`src/rtl/decode_stage_if.sv`:
```
// ---------------------------------------------------------------------------
// decode_stage_if
//   Bundles the fetch-side, execute-side and writeback signals of the decode
//   stage.  The slave modport is the decode stage itself; the master modport
//   is whatever surrounds it (pipeline neighbours or a testbench).
//
//   Handshake semantics (both sides): a transfer happens on a rising clock
//   edge where valid and ready are both high.  A producer that raises valid
//   keeps its payload stable until the transfer.  ready may depend
//   combinationally on valid, never the other way round.  flush cancels the
//   execute-side transfer and blocks the fetch-side capture for that cycle.
//
//   Signals:
//     flush                  kill held instruction, block capture
//     in_valid/in_ready      fetch handshake, in_inst is the payload
//     out_valid/out_ready    execute handshake, out_* fields are the payload
//     wb_valid/wb_dest       writeback retiring a register write
//     busy_mask              scoreboard, one bit per register
//     hazard                 incoming instruction blocked by a dependency
// ---------------------------------------------------------------------------
interface decode_stage_if #(
   parameter int OPC_W  = 4,
   parameter int REG_W  = 3,
   parameter int ADDR_W = 4
);
   localparam int INST_W = OPC_W + 3 * REG_W;
   localparam int NREG   = 1 << REG_W;

   logic              flush;
   logic              in_valid;
   logic              in_ready;
   logic [INST_W-1:0] in_inst;
   logic              out_valid;
   logic              out_ready;
   logic [OPC_W-1:0]  out_opcode;
   logic [ADDR_W-1:0] out_addr;
   logic [REG_W-1:0]  out_opa;
   logic [REG_W-1:0]  out_opb;
   logic [REG_W-1:0]  out_dest;
   logic              out_wr_en;
   logic              wb_valid;
   logic [REG_W-1:0]  wb_dest;
   logic [NREG-1:0]   busy_mask;
   logic              hazard;

   modport slave (
      input  flush, in_valid, in_inst, out_ready, wb_valid, wb_dest,
      output in_ready, out_valid, out_opcode, out_addr, out_opa, out_opb,
             out_dest, out_wr_en, busy_mask, hazard
   );

   modport master (
      output flush, in_valid, in_inst, out_ready, wb_valid, wb_dest,
      input  in_ready, out_valid, out_opcode, out_addr, out_opa, out_opb,
             out_dest, out_wr_en, busy_mask, hazard
   );
endinterface

```
`src/rtl/decode_stage.sv`:
```
// ---------------------------------------------------------------------------
// decode_stage
//   Instruction-decode stage of the lab processor pipeline.  Splits a fetched
//   instruction into opcode / address / operand / destination fields, holds
//   them in a single pipeline register, and keeps a register scoreboard so
//   that instructions reading or re-writing a register with a pending write
//   are stalled until writeback retires that register.
//
//   Ports:
//     clk    rising-edge clock
//     rst_n  asynchronous active-low reset (synchronous release expected)
//     bus    decode_stage_if.slave: fetch handshake, execute handshake,
//            writeback, scoreboard and hazard outputs
//
//   Instruction layout (INST_W = OPC_W + 3*REG_W):
//     [INST_W-1 -: OPC_W] opcode | [3*REG_W-1 -: REG_W] opa |
//     [2*REG_W-1 -: REG_W] opb   | [REG_W-1:0] dest
//   JMP_OPC reuses the bits below the opcode as an ADDR_W address field
//   (ADDR_W must not exceed 2*REG_W), has no operands and writes no register.
//   IMM_OPC has no register operands but still writes dest.
// ---------------------------------------------------------------------------
module decode_stage #(
   parameter int               OPC_W   = 4,
   parameter int               REG_W   = 3,
   parameter int               ADDR_W  = 4,
   parameter int               INST_W  = OPC_W + 3 * REG_W,
   parameter logic [OPC_W-1:0] JMP_OPC = 4'b1111,
   parameter logic [OPC_W-1:0] IMM_OPC = 4'b1110
) (
   input  logic           clk,
   input  logic           rst_n,
   decode_stage_if.slave  bus
);
   localparam int NREG = 1 << REG_W;

   // ---------------- pipeline register and scoreboard ----------------
   logic              r_out_valid;
   logic [OPC_W-1:0]  r_out_opcode;
   logic [ADDR_W-1:0] r_out_addr;
   logic [REG_W-1:0]  r_out_opa;
   logic [REG_W-1:0]  r_out_opb;
   logic [REG_W-1:0]  r_out_dest;
   logic              r_out_wr_en;
   logic [NREG-1:0]   r_busy;

   // ---------------- combinational decode of in_inst ----------------
   logic [OPC_W-1:0]  w_opcode;
   logic              w_is_jmp;
   logic              w_uses_ops;
   logic [ADDR_W-1:0] w_addr;
   logic [REG_W-1:0]  w_opa;
   logic [REG_W-1:0]  w_opb;
   logic [REG_W-1:0]  w_dest;
   logic              w_wr_en;

   always_comb begin
      w_opcode   = bus.in_inst[INST_W-1 -: OPC_W];
      w_is_jmp   = (w_opcode == JMP_OPC);
      w_uses_ops = !w_is_jmp && (w_opcode != IMM_OPC);
      w_addr     = w_is_jmp   ? bus.in_inst[INST_W-OPC_W-1 -: ADDR_W] : '0;
      w_opa      = w_uses_ops ? bus.in_inst[3*REG_W-1 -: REG_W]       : '0;
      w_opb      = w_uses_ops ? bus.in_inst[2*REG_W-1 -: REG_W]       : '0;
      w_dest     = bus.in_inst[REG_W-1:0];
      w_wr_en    = !w_is_jmp;
   end

   // ---------------- handshakes ----------------
   logic w_out_fire;
   logic w_hazard;
   logic w_in_ready;
   logic w_capture;

   // The held instruction fires into execute only when not flushed, so a
   // flushed instruction never reaches the scoreboard.
   assign w_out_fire = r_out_valid && bus.out_ready && !bus.flush;

   // Per-register pending write.  A register counts as pending while it is
   // busy in the scoreboard or is the destination of the held instruction;
   // a writeback retiring it in this same cycle bypasses the pending state.
   logic [NREG-1:0] w_pend;
   logic [NREG-1:0] w_busy_set;
   logic [NREG-1:0] w_busy_clr;

   always_comb begin
      w_pend     = '0;
      w_busy_set = '0;
      w_busy_clr = '0;
      for (int i = 0; i < NREG; i++) begin
         w_busy_clr[i] = bus.wb_valid && (bus.wb_dest == REG_W'(i));
         w_busy_set[i] = w_out_fire && r_out_wr_en && (r_out_dest == REG_W'(i));
         w_pend[i]     = (r_busy[i] ||
                          (r_out_valid && r_out_wr_en && (r_out_dest == REG_W'(i))))
                         && !w_busy_clr[i];
      end
   end

   // RAW on either used operand, or WAW on the destination.
   assign w_hazard   = bus.in_valid &&
                       ((w_uses_ops && (w_pend[w_opa] || w_pend[w_opb])) ||
                        (w_wr_en && w_pend[w_dest]));

   // in_ready deliberately ignores flush; flush only suppresses the capture.
   assign w_in_ready = !w_hazard && (!r_out_valid || bus.out_ready);
   assign w_capture  = bus.in_valid && w_in_ready && !bus.flush;

   // ---------------- state update ----------------
   always_ff @(posedge clk or negedge rst_n) begin
      if (!rst_n) begin
         r_out_valid  <= 1'b0;
         r_out_opcode <= '0;
         r_out_addr   <= '0;
         r_out_opa    <= '0;
         r_out_opb    <= '0;
         r_out_dest   <= '0;
         r_out_wr_en  <= 1'b0;
         r_busy       <= '0;
      end else begin
         // Set takes priority over a same-cycle writeback clear of the same
         // bit: the issuing write is newer than the one retiring.
         r_busy <= (r_busy & ~w_busy_clr) | w_busy_set;

         if (bus.flush) begin
            r_out_valid <= 1'b0;
         end else if (w_capture) begin
            r_out_valid  <= 1'b1;
            r_out_opcode <= w_opcode;
            r_out_addr   <= w_addr;
            r_out_opa    <= w_opa;
            r_out_opb    <= w_opb;
            r_out_dest   <= w_dest;
            r_out_wr_en  <= w_wr_en;
         end else if (w_out_fire) begin
            r_out_valid <= 1'b0;
         end
      end
   end

   // ---------------- outputs ----------------
   assign bus.in_ready   = w_in_ready;
   assign bus.hazard     = w_hazard;
   assign bus.out_valid  = r_out_valid;
   assign bus.out_opcode = r_out_opcode;
   assign bus.out_addr   = r_out_addr;
   assign bus.out_opa    = r_out_opa;
   assign bus.out_opb    = r_out_opb;
   assign bus.out_dest   = r_out_dest;
   assign bus.out_wr_en  = r_out_wr_en;
   assign bus.busy_mask  = r_busy;

endmodule

```
`src/flat_wrapper.sv`:
```
// flat-port wrapper written by rule: the top's interface ports become plain ports
module decode_stage_flat 
#(
   parameter int               OPC_W   = 4,
   parameter int               REG_W   = 3,
   parameter int               ADDR_W  = 4,
   parameter int               INST_W  = OPC_W + 3 * REG_W,
   parameter logic [OPC_W-1:0] JMP_OPC = 4'b1111,
   parameter logic [OPC_W-1:0] IMM_OPC = 4'b1110
)
  (clk, rst_n, bus_flush, bus_in_valid, bus_in_inst, bus_out_ready, bus_wb_valid, bus_wb_dest, bus_in_ready, bus_out_valid, bus_out_opcode, bus_out_addr, bus_out_opa, bus_out_opb, bus_out_dest, bus_out_wr_en, bus_busy_mask, bus_hazard);
  decode_stage_if #(.OPC_W(OPC_W), .REG_W(REG_W), .ADDR_W(ADDR_W)) bus_i ();
  input  logic clk;
  input  logic rst_n;
  input wire logic [$bits(bus_i.flush)-1:0] bus_flush;
  input wire logic [$bits(bus_i.in_valid)-1:0] bus_in_valid;
  input wire logic [$bits(bus_i.in_inst)-1:0] bus_in_inst;
  input wire logic [$bits(bus_i.out_ready)-1:0] bus_out_ready;
  input wire logic [$bits(bus_i.wb_valid)-1:0] bus_wb_valid;
  input wire logic [$bits(bus_i.wb_dest)-1:0] bus_wb_dest;
  output wire logic [$bits(bus_i.in_ready)-1:0] bus_in_ready;
  output wire logic [$bits(bus_i.out_valid)-1:0] bus_out_valid;
  output wire logic [$bits(bus_i.out_opcode)-1:0] bus_out_opcode;
  output wire logic [$bits(bus_i.out_addr)-1:0] bus_out_addr;
  output wire logic [$bits(bus_i.out_opa)-1:0] bus_out_opa;
  output wire logic [$bits(bus_i.out_opb)-1:0] bus_out_opb;
  output wire logic [$bits(bus_i.out_dest)-1:0] bus_out_dest;
  output wire logic [$bits(bus_i.out_wr_en)-1:0] bus_out_wr_en;
  output wire logic [$bits(bus_i.busy_mask)-1:0] bus_busy_mask;
  output wire logic [$bits(bus_i.hazard)-1:0] bus_hazard;
  assign bus_i.flush = bus_flush;
  assign bus_i.in_valid = bus_in_valid;
  assign bus_i.in_inst = bus_in_inst;
  assign bus_i.out_ready = bus_out_ready;
  assign bus_i.wb_valid = bus_wb_valid;
  assign bus_i.wb_dest = bus_wb_dest;
  assign bus_in_ready = bus_i.in_ready;
  assign bus_out_valid = bus_i.out_valid;
  assign bus_out_opcode = bus_i.out_opcode;
  assign bus_out_addr = bus_i.out_addr;
  assign bus_out_opa = bus_i.out_opa;
  assign bus_out_opb = bus_i.out_opb;
  assign bus_out_dest = bus_i.out_dest;
  assign bus_out_wr_en = bus_i.out_wr_en;
  assign bus_busy_mask = bus_i.busy_mask;
  assign bus_hazard = bus_i.hazard;
  decode_stage #(.OPC_W(OPC_W), .REG_W(REG_W), .ADDR_W(ADDR_W), .INST_W(INST_W), .JMP_OPC(JMP_OPC), .IMM_OPC(IMM_OPC)) u_core (.clk(clk), .rst_n(rst_n), .bus(bus_i));
endmodule
```
`config.mk`:
```
export PLATFORM = sky130hd
export DESIGN_NAME = decode_stage_flat
export DESIGN_NICKNAME = d
export VERILOG_FILES = /design/src/rtl/decode_stage_if.sv /design/src/rtl/decode_stage.sv /design/src/flat_wrapper.sv
export SDC_FILE = /design/constraint.sdc
export NUM_CORES = 1
export LEC_CHECK = 0
export CORE_MARGIN = 3
export CORE_UTILIZATION = 30
export CTS_BUF_LIST = sky130_fd_sc_hd__clkbuf_4 sky130_fd_sc_hd__clkbuf_8 sky130_fd_sc_hd__clkbuf_16
export CTS_CLUSTER_SIZE = 8
export DETAILED_ROUTE_END_ITERATION = 10
export GPL_ROUTABILITY_DRIVEN = 0
export PLACE_DENSITY = 0.65
export SYNTH_ARGS = -nofsm -noshare
export SYNTH_HDL_FRONTEND = slang
export SYNTH_SLANG_ARGS = --single-unit
```
`constraint.sdc`:
```
create_clock -name clk -period 5.5 [get_ports clk]
set_input_delay 1.1 -clock clk [delete_from_list [all_inputs] [get_ports clk]]
set_output_delay 1.1 -clock clk [all_outputs]
set_load 0.1 [all_outputs]
```
==> results by group <==
Status
  – Status: completed

Drt
  – Remaining antenna violation count: 0
  – Met2 wire length: 2170 µm
  – Via count: 1618
  – WL per Instance: 15.35 µm
  – Initial drt markers: 119
  – Drt total wl: 4652 µm
  – Metal3 WL: 200 µm
  – DR pass1 iterations: 4
  – Met1 WL: 2213 µm
  – Top sig layer: met4
  – DR vias/cell: 5.340
  – Remaining DRCs: 0

Clocking
  – Post-CTS setup buffer count: 0
  – Worst-path clk slew: 0.09 ns
  – Inserted Clock Buffers: 3
  – Post_cts resized: 0
  – CTS sink count: 27
  – Clock Tree Buf Depth: 2
  – H-tree levels: 1
  – CTS tree: yes
  – Later-pin clock latency in the skew report: 0.28 ns
  – Post-CTS Hold Fix Bufs: 0
  – CTS root buf: clkbuf_8

Logic synthesis
  – Synth top cells by count: dfrtp_1 (27), inv_1 (19), nand2_1 (18)
  – Main synth FF type: dfrtp_1
  – Cell Area, Synth: 0.001713 mm²
  – Netlist cell types: 56
  – Most frequent cell after synthesis: dfrtp_1
  – Synth warnings: 0
  – Area contributors post-synth: dfrtp_1 (39%), inv_1 (4.2%), nand2_1 (3.9%)
  – Sequential share of the synthesized area: 39.44%
  – Asr flop ratio synth: 100.0%
  – Post-Synthesis Cells: 183
  – Post-synth top area share: 39.44%
  – Number of flops mapped to enable cells by yosys: 0
  – Area leader, netlist: dfrtp_1
  – Yosys reg bits: 27
  – Synth Net Count: 205
  – Synthesized area per cell: 9.360 µm²

STA
  – Slew headroom: 34.69%
  – Hold WS: 0.5131 ns
  – Worst clock skew: 0.003898 ns
  – Final TNS setup: 0 ns
  – Final Hold Viols: 0
  – Crit path time final: 4.703 ns
  – Final Max Tran Viols: 0
  – RSZ-0062 raised after global routing: false
  – Final worst path period share: 85.51%
  – Achievable Freq: 212.6 MHz
  – Final setup fails: 0
  – Worst-Margin Slew: 0.9766 ns

Worst setup path
  – Critical Path RT: 4.40 ns
  – Startpoint Class: input port
  – Crit Path Category: in2out
  – Worst Setup End Kind: primary output
  – Worst EP arrival: 3.60 ns
  – Critical Path Fanout Max: 14

Power
  – Worst IR drop on VDD: 0.4292 mV
  – Leak: 0.9221 nW
  – Power Dens Cells: 649.1 mW/mm²

Place
  – Port bufs: 50
  – DP Wirelength: 3484 µm

Layout
  – # diodes: 0
  – Fillers: 536
  – Fraction of layout cells with a size suffix above 1: 10.73%
  – Area growth syn-to-layout: 36.74%
  – Multi-input logic area: 943.4 µm²
  – Reg area: 675.6 µm²
  – Nets: 256

GRT
  – Total track usage: 14.80%
  – First-pass GRT wire length: 7679 µm
  – Congestion Overflow GR: 0
  – Initial antenna violation count: 0
  – Largest net degree at the start of global routing: 28
  – Vias in the first global route: 1502

Die
  – Initial Util: 32.30%
  – Core Region: 0.005303 mm²
  – Die Area: 0.006652 mm²
  – # IOs: 51
  – Die W: 81.56 µm
  – # rows: 26
  – Die Span Y: 81.56 µm

Flow run
  – Max-cap violations: 0

Hold path
  – Hold/Removal Path Class: reg2reg
==> metal layers <==
| metal | GRT usage [%] | vias up |
|---|---|---|
| met5 | 0 | - |
| met4 | 5.236 | 0 |
| met3 | 2.083 | 5 |
| met2 | 22.07 | 40 |
| met1 | 21.67 | 779 |
| li1 | - | 794 |
==> final timing paths <==
check | endpoint | depth (start not counted) | slack (ns) | start
setup / recovery | bus_in_ready | 9 | 0.80 | bus_in_inst[11]
hold / removal | u_core.bus.out_opcode[3] | 1 | 0.51 | u_core.bus.out_opcode[3]
setup reg to reg | u_core.bus.out_opcode[2] | 7 | 2.30 | u_core.bus.out_dest[1]
hold reg to reg | u_core.bus.out_opcode[3] | 1 | 0.51 | u_core.bus.out_opcode[3]
max in group asynchronous | u_core.bus.out_opb[1] | 2 | 4.03 | rst_n
min in group asynchronous | u_core.bus.busy_mask[1] | 2 | 1.20 | rst_n
==> placed cells by master (no fill, tap or decap), types with 4 or more instances in the layout <==
| cell type | instances |
|---|---|
| clkdlybuf4s50_1 | 48 |
| dfrtp_1 | 27 |
| inv_1 | 19 |
| mux2_2 | 5 |
| nand2_1 | 18 |
| nand3_1 | 5 |
| nor2_1 | 12 |
| nor2b_1 | 4 |
| nor3_1 | 4 |
| o211ai_1 | 4 |
| o21ai_0 | 10 |
| o2bb2ai_1 | 7 |
==> registers in the layout (all words and copies together) (netlist names) <==
name	flops
u_core.bus.busy_mask	8
u_core.bus.out_opcode	4
u_core.bus.out_opb	3
u_core.bus.out_opa	3
u_core.bus.out_addr	4
u_core.bus.out_wr_en	1
u_core.bus.out_dest	3
u_core.bus.out_valid	1
==> power breakdown <==
group / internal (mW) / switching (mW)
clock network: 0.0570 / 0.0650
logic: 0.263 / 0.774
registers: 0.273 / 0.0880
==> cell families after synthesis <==
| logic type | count (synthesis) | share of synthesized area (%) |
|---|---|---|
| compound gates | 58 | 28.34 |
| buf+inv | 24 | 5.479 |
| simple gates | 68 | 22.86 |
| flops | 27 | 39.44 |
| mux | 6 | 3.871 |
==> cell type report <==
cell class / count / area share [%]
Clock buffer: 4 / 2.083
Inverter: 19 / 3.045
Multi-Input combinational cell: 132 / 40.28
Sequential cell: 27 / 28.85
Tap cell: 70 / 3.739
Timing Repair Buffer: 51 / 22.01
==> critical path: stages <==
cell,delay [ns]
clkdlybuf4s50_1,0.50
nand3_1,0.41
nand2_1,0.28
o32ai_1,0.15
a2111oi_4,0.40
nand4_4,0.21
nand2_1,0.16
a31o_2,0.21
buf_12,0.17
==> per-stage QoR <==
step                      utilization [%]  instance area (µm²)  std cells  setup slack (ns)  total power [mW]
after global placement              43.25                 2293        299            0.8611             1.401
after floorplan                         -                 1713        183            0.6702             1.148
after global routing                44.17                 2342        303            0.6149             1.587
after CTS                           44.17                 2342        303            0.8159             1.532
final                               44.17                 2342        303            0.7969             1.520
after detailed placement            43.25                 2293        299            0.8178             1.405
Note: power is estimated with default switching activity, not from simulation.
